--- config.mk ---
export PLATFORM = sky130hd
export DESIGN_NAME = uart_rx_fifo
export DESIGN_NICKNAME = d
export VERILOG_FILES = /design/src/rtl/uart_rx_fifo.sv
export SDC_FILE = /design/constraint.sdc
export NUM_CORES = 1
export LEC_CHECK = 0
export ABC_AREA = 1
export CAP_MARGIN = 15
export CORE_UTILIZATION = 40
export CTS_BUF_LIST = sky130_fd_sc_hd__clkbuf_8
export DETAILED_ROUTE_END_ITERATION = 10
export RECOVER_POWER = 50
export SLEW_MARGIN = 20
export SYNTH_ARGS = -nofsm -noshare
export SYNTH_HDL_FRONTEND = slang
export SYNTH_SLANG_ARGS = --single-unit
--- constraint.sdc ---
create_clock -name clk -period 2 [get_ports clk]
set_clock_uncertainty 0.15 [all_clocks]
set_input_delay 0.6 -clock clk [delete_from_list [all_inputs] [get_ports clk]]
set_output_delay 0.6 -clock clk [all_outputs]
set_load 0.02 [all_outputs]
--- src/rtl/uart_rx_fifo.sv ---
// Receive-side byte FIFO behind the UART receiver: strobe-in, valid/ready-out.
// Optional sticky overflow detection is compiled in with `define UART_RX_FIFO_OVF_EN.
module uart_rx_fifo #(
    parameter int DATA_W = 8,
    parameter int DEPTH  = 16
) (
    input  logic                       clk,
    input  logic                       reset,
    input  logic                       clear,
    input  logic [DATA_W-1:0]          wr_data,
    input  logic                       wr_valid,
    output logic [DATA_W-1:0]          rd_data,
    output logic                       rd_valid,
    input  logic                       rd_ready,
    output logic [$clog2(DEPTH):0]     count,
    output logic                       full,
    output logic                       empty,
    output logic                       overflow
);
    localparam int ADDR_W = $clog2(DEPTH);
    localparam int CNT_W  = ADDR_W + 1;
    localparam logic [CNT_W-1:0] FULL_COUNT = CNT_W'(DEPTH);

    logic [DATA_W-1:0] mem [DEPTH];
    logic [ADDR_W-1:0] wp;
    logic [ADDR_W-1:0] rp;
    logic [CNT_W-1:0]  count_q;
    logic              push;
    logic              pop;

    assign full     = (count_q == FULL_COUNT);
    assign empty    = (count_q == '0);
    assign rd_valid = !empty;
    assign count    = count_q;
    assign rd_data  = mem[rp];

    // A full FIFO still accepts a byte when the head leaves on the same edge.
    assign pop  = rd_valid && rd_ready;
    assign push = wr_valid && (!full || pop);

    always_ff @(posedge clk) begin
        if (push && !clear) begin
            mem[wp] <= wr_data;
        end
    end

    always_ff @(posedge clk or posedge reset) begin
        if (reset) begin
            wp      <= '0;
            rp      <= '0;
            count_q <= '0;
        end else if (clear) begin
            wp      <= '0;
            rp      <= '0;
            count_q <= '0;
        end else begin
            if (push) begin
                wp <= wp + ADDR_W'(1);
            end
            if (pop) begin
                rp <= rp + ADDR_W'(1);
            end
            case ({push, pop})
                2'b10:   count_q <= count_q + CNT_W'(1);
                2'b01:   count_q <= count_q - CNT_W'(1);
                default: count_q <= count_q;
            endcase
        end
    end

`ifdef UART_RX_FIFO_OVF_EN
    logic overflow_q;

    always_ff @(posedge clk or posedge reset) begin
        if (reset) begin
            overflow_q <= 1'b0;
        end else if (clear) begin
            overflow_q <= 1'b0;
        end else if (wr_valid && full && !pop) begin
            overflow_q <= 1'b1;
        end
    end

    assign overflow = overflow_q;
`else
    assign overflow = 1'b0;
`endif

endmodule

==> impl_metrics.toml, run 1 <==
[pwr]
power_density_nw_per_um2 = 1200
p_sw_frac = 0.339
p_leak_nw = 2.75
p_int_mw = 6.16
power_mw = 9.32
p_seq_frac = 0.362
p_switching_mw = 3.15
ir_worst_vdd_uv = 829
clkPwrFrac = 0.250
p_comb_frac = 0.388

[grt]
grt-ovfl-total = 0
grt_max_degree = 39
antenna_found_initial = 0
grt_first_pass_wirelength_um = 22800
grt_pass1_vias = 4138
track_usage = 0.194

[detailed_routing]
drc = 1
vias = 4299
viasPerCell = 5.35
avgRoutedWirePerCell_um = 18.4
dr.first_iter.drc_count = 259
drt_pass1_iterations = 7
routed_wl_um = 14800
postRouteAntennaNets = 0

[floorplan]
design.core.area_um2 = 14700
pin_count = 30
die_h_um = 126
die_area_um2 = 15800
die-width_um = 126
initial_utilization = 0.416
row_count = 44

[placed_design]
dpl-instance-area_um2 = 7100
gp_congestion = 0.795
dp_cells = 758
place_ws_ns = -0.767
portBuffers = 28
dp_hpwl_um = 9400

[finish]
layout-drive-gt1-share = 0.295
fin_util = 0.526
antenna_cells = 0
final_area_um2 = 7730
area_growth_pct = 26.6
final_cells = 804
num-nets-final = 629

[clock_network]
cts_root_buf = "clkbuf_8"
htreeDepth = 4
cts.hold.buffers_added = 0
clk_transition_reported_paths_ns = 0.08
clock_sinks = 141
insertion_delay_ns = 0.43
cts_tree = "done"
cts_buffers = 17
clock_path_buffers = 2

[synthesis]
ys_types = 34
synth-seq-cells = 141
ys_seq_area_frac = 0.683
ys_top_cells_by_count = "128 x edfxtp_1, 100 x nor2_1, 48 x o21ai_0, 35 x nand2_1, 33 x nand3_1"
synth_top_area_share = 0.629
async_reset_ff_frac = 0.0922
synth.cell_area_um2 = 6110
synth_nets = 530
syn_area_per_cell_um2 = 12.0
syn_inst = 508
yosysMostFrequentCell = "edfxtp_1"
synth.area.top_cells = "edfxtp_1 63%, nor2_1 6.1%, dfrtp_1 5.3%"
post-synth-top-area-cell = "edfxtp_1"
ys_warn_count = 0
synth_flop_cell = "edfxtp_1"
synth_edf_count = 128

[worst_setup_path]
cp-endpoint = "rd_data[4]"
max_stage_delay_ns = 0.42
regToRegEndpoint = "count[4]"
crit_cells = 7
end_kind = "primary output"
cp.required_ns = 1.25
crit_start = "rp[0]"
worstReg2RegStart = "count[0]"
crit_chain = "buf_4 > buf_12 > o21ai_0 > o211ai_1 > nand3_1 > nand2_2 > buf_6"
slowest_stage = "dfrtp_2"
crit_family = "flip-flops"
worstSetupPathType = "reg2out"
reg2reg_depth = 14
r2r_slack_ns = -0.09
crit_arrival_ns = 1.93
path_buf_inv = 3
crit_fanout = 24
start_kind = "register"

[sta]
min_period_over_period = 1.34
setup_viol = 13
slew_headroom = 0.310
final_hold_viol_count = 0
slew_violations = 0
max_clock_freq_ghz = 0.373
rsz0062_at_grt = "true"
tightest_slew_ns = 1.03
period_minus_slack_ns = 2.68
setup_ws_ns = -0.681

[run_status]
violations = "design-rule violations, negative setup slack"
status = "finished, violations left"

[min_path]
min_path_type = "reg2reg"

[job]
cap_violations = 0
metal layers:
metal  routed length (um)  GRT usage  vias to the layer above
met4                  257     0.0725                        0
met3                  785     0.0385                       20
met1                 6260      0.248                     2133
li1                     -          -                     2012
met2                 7480      0.326                      134
met5                    0          0                        -
worst reg2reg max path: cells and delay by family (launching register included):
family	cells	cell delay (ns)
and+or+nand+nor	10	0.82
DFF	1	0.43
adders and majority gates	1	0.29
buffers and inverters	3	0.31
worst min path at each step:
stage / slack (ns) / to / start / cells after the start
after detailed placement: 0.44 / wp[1] / wp[1] / 2
after global routing: 0.51 / wp[1] / wp[1] / 2
final: 0.46 / wp[1] / wp[1] / 2
after global placement: 0.43 / wp[1] / wp[1] / 2
after CTS: 0.28 / wp[1] / reset / 3
after floorplan: 0.33 / rp[0] / reset / 1
logic make-up (layout without fill, tap and decap cells):
kind of cell               Yosys count  after routing  synth area share
adders and majority gates            9              9            0.0197
buffers and inverters               47            159            0.0379
xor gates and xnor gates             4              4           0.00574
and+or+nand+nor                    201            201             0.151
DFF                                141            141             0.683
other                                1              1          0.000614
AOI/OAI and AO/OA                  105            105             0.102
layout by cell type (no fill, tap or decap), drive strengths merged:
master / Yosys / routed
nand2: 40 / 40
clkdlybuf4s50: 0 / 3
o21ai: 66 / 66
a21oi: 5 / 5
buf: 16 / 85
clkinv: 2 / 9
dlygate4sd3: 0 / 9
nand3b: 2 / 2
inv: 18 / 20
clkinvlp: 0 / 3
dfrtp: 13 / 13
nor2: 120 / 120
clkbuf: 11 / 27
o31ai: 2 / 2
nand4: 1 / 1
ha: 8 / 8
nor3: 2 / 2
fa: 1 / 1
bufinv: 0 / 3
xor2: 1 / 1
o211ai: 32 / 32
xnor2: 3 / 3
nand3: 36 / 36
conb: 1 / 1
edfxtp: 128 / 128
what timing repair did:
action / in CTS / in global routing
cloned: 1 / 1
setup endpoints to repair: 17 / 13
pin swaps: 27 / 16
resized for setup: 111 / 17
buffers inserted: 11 / 2
flip-flops by register name, summed over array words and instances (netlist names):
name	flops
rp	4
wp	4
mem	128
count	5
power groups by stage:
stage               clock (mW)  combinational, mW  sequential, mW
floorplan                    0               1.86            3.48
global placement             0               2.98            3.42
detailed placement           0               3.04            3.43
CTS                       2.37               3.52            3.37
global route              2.48               3.90            3.38
finish                    2.33               3.62            3.37
metrics by stage:
stage	hold WS, ns	TNS, ns
global route	0.509	-6.85
detailed placement	0.437	-49.59
finish	0.460	-5.57
floorplan	0.327	-2.38
CTS	0.284	-6.05
global placement	0.431	-46.21
layout make-up:
class,instances,area [um2]
Clock buffer,17,234
Clock inverter,15,174
Fill cell,1231,6970
Inverter,20,85.1
Multi-Input combinational cell,320,1840
Sequential cell,141,4180
Tap cell,184,230
Timing Repair Buffer,107,988
Note: power is estimated with default switching activity, not from simulation.
==> inputs of run 2 (changes only) <==
--- a/config.mk
+++ b/config.mk
@@ -6,7 +6,7 @@
 export NUM_CORES = 1
 export LEC_CHECK = 0
 export ABC_AREA = 1
-export CAP_MARGIN = 15
+export CAP_MARGIN = 20
 export CORE_UTILIZATION = 40
 export CTS_BUF_LIST = sky130_fd_sc_hd__clkbuf_8
 export DETAILED_ROUTE_END_ITERATION = 10
==> results of run 2 <==
No change in the layout: final DEF, timing and power equal those of run 1.
==> inputs of run 3 (changes only) <==
--- a/config.mk
+++ b/config.mk
@@ -11,6 +11,7 @@
 export CTS_BUF_LIST = sky130_fd_sc_hd__clkbuf_8
 export DETAILED_ROUTE_END_ITERATION = 10
 export RECOVER_POWER = 50
+export REMOVE_ABC_BUFFERS = 1
 export SLEW_MARGIN = 20
 export SYNTH_ARGS = -nofsm -noshare
 export SYNTH_HDL_FRONTEND = slang
==> constraint.sdc (replaced) <==
create_clock -name clk -period 2.64 [get_ports clk]
set_clock_uncertainty 0.15 [all_clocks]
set_input_delay 0.792 -clock clk [delete_from_list [all_inputs] [get_ports clk]]
set_output_delay 0.792 -clock clk [all_outputs]
set_load 0.02 [all_outputs]
==> impl_metrics.toml, run 3 (synthesis gave the netlist of run 1 again) <==
[clock_network]
cts.hold.buffers_added = 0
insertion_delay_ns = 0.43
cts_root_buf = "clkbuf_8"
cts_buffers = 17
htreeDepth = 4
clock_path_buffers = 2
clk_transition_reported_paths_ns = 0.07
clock_sinks = 141
cts_tree = "done"

[worst_setup_path]
end_kind = "primary output"
cp.required_ns = 1.70
slowest_stage = "dfrtp_2"
crit_start = "rp[0]"
worstSetupPathType = "reg2out"
max_stage_delay_ns = 0.42
crit_family = "buffers and inverters"
worstReg2RegStart = "count[0]"
crit_fanout = 14
start_kind = "register"
crit_chain = "buf_8 > buf_12 > o21ai_0 > o211ai_1 > nand3_1 > nand2_2 > buf_6"
path_buf_inv = 3
crit_arrival_ns = 1.84

[detailed_routing]
avgRoutedWirePerCell_um = 18.3
vias = 4164
routed_wl_um = 14300
dr.first_iter.drc_count = 317
drc = 1
drt_pass1_iterations = 8
viasPerCell = 5.33
postRouteAntennaNets = 0

[min_path]
hold_path_startpoint = "wp[0]"
min_path_type = "reg2reg"

[placed_design]
dpl-instance-area_um2 = 6900
gp_congestion = 0.816
dp_hpwl_um = 9270
portBuffers = 28
dp_cells = 746

[finish]
area_growth_pct = 22.1
top_register = "mem"
fin_util = 0.508
final_cells = 781
num-nets-final = 607
final_area_um2 = 7460
final_common_cell = "edfxtp_1"
layout-drive-gt1-share = 0.228
antenna_cells = 0
nFillCells = 1246
mostFrequentLayoutCells = "128 x edfxtp_1, 99 x nor2_1, 42 x buf_4"
largest_reg_flops = 128

[sta]
final_hold_viol_count = 0
setup_ws_ns = -0.146
min_period_over_period = 1.06
setup_viol = 8
max_clock_freq_ghz = 0.359
slew_headroom = 0.563
holdWs_ns = 0.461
slew_violations = 0
tightest_slew_ns = 0.653
rsz0062_at_grt = "true"
period_minus_slack_ns = 2.79

[floorplan]
pin_count = 30
die_h_um = 126
design.core.area_um2 = 14700
row_count = 44
die_area_um2 = 15800
initial_utilization = 0.416
die-width_um = 126

[run_status]
violations = "design-rule violations, negative setup slack"
status = "finished, violations left"

[grt]
grt_first_pass_wirelength_um = 22500
track_usage = 0.192
grt_max_degree = 22
grt-ovfl-total = 0
antenna_found_initial = 1
grt_pass1_vias = 4021

[pwr]
power_mw = 6.72
ir_worst_vdd_uv = 415
p_leak_nw = 2.66
power_density_nw_per_um2 = 900

[job]
cap_violations = 0
==> run 3: cell count changes in the layout (fill, tap and decap cells not counted), moves of 6 or more <==
cell      delta
o21ai_0     -17
buf_4       -13
o21ai_1     +13
clkbuf_1     -8
nand2_1      +6
nand2_2      -6
==> run 3: final timing paths <==
| kind | end | slack, ns | depth (start not counted) |
|---|---|---|---|
| min reg2reg | wp[0] | 0.46 | 2 |
| min in group asynchronous | wp[0] | 0.68 | 2 |
| max in group asynchronous | rp[0] | 1.28 | 2 |
| max | rd_data[6] | -0.15 | 7 |
| max reg2reg | count[4] | 0.51 | 13 |
| min | wp[0] | 0.46 | 2 |
==> run 3: report_power, final <==
group          internal [mW]  switching (mW)
Clock                  0.911           0.786
Sequential              2.49          0.0806
Combinational           1.08            1.36
Total                   4.49            2.23
==> run 3: worst register-to-register path, cell delays in order (launching register included) <==
cell and delay [ns]:
dfrtp_1 0.46, nor2_4 0.17, nand3_4 0.12, nand3b_2 0.13, inv_1 0.09, ha_1 0.31
a21oi_1 0.20, nand2_1 0.08, nand2_1 0.08, nand2_1 0.05, nand2_1 0.06, nand2_1 0.05
nand2_1 0.06, nand2_1 0.04
==> run 3: cell type report <==
cell class	instances	area (um2)	area share
multi-input combinational	320	1730	0.232
clock inverter	14	151	0.0203
timing repair buffer	85	862	0.116
tap	184	230	0.0309
clock buffer	17	234	0.0314
sequential	141	4170	0.559
inverter	20	80.1	0.0107
==> run 3: stage by stage <==
stage,TNS [ns],setup slack [ns]
final,-0.934,-0.146
after global routing,-1.75,-0.264
after CTS,-1.09,-0.165
after detailed placement,-1.35,-0.176
after global placement,-1.13,-0.147
after floorplan,-6.47,-0.815
==> run 3: routing by layer <==
layer	vias up	part of all wire	GRT usage
li1	1962	-	-
met2	116	0.51	0.329
met1	2068	0.43	0.243
met5	-	0	0
met4	0	0.015	0.0689
met3	18	0.044	0.0381
==> run 3: repair_timing <==
item / in CTS / in global routing
setup buffers: 1 / 0
gates cloned: 3 / 0
resized for setup: 98 / 5
pin swaps: 9 / 2
hold endpoints to repair: 0 / 0
endpoints found under the setup margin: 11 / 11
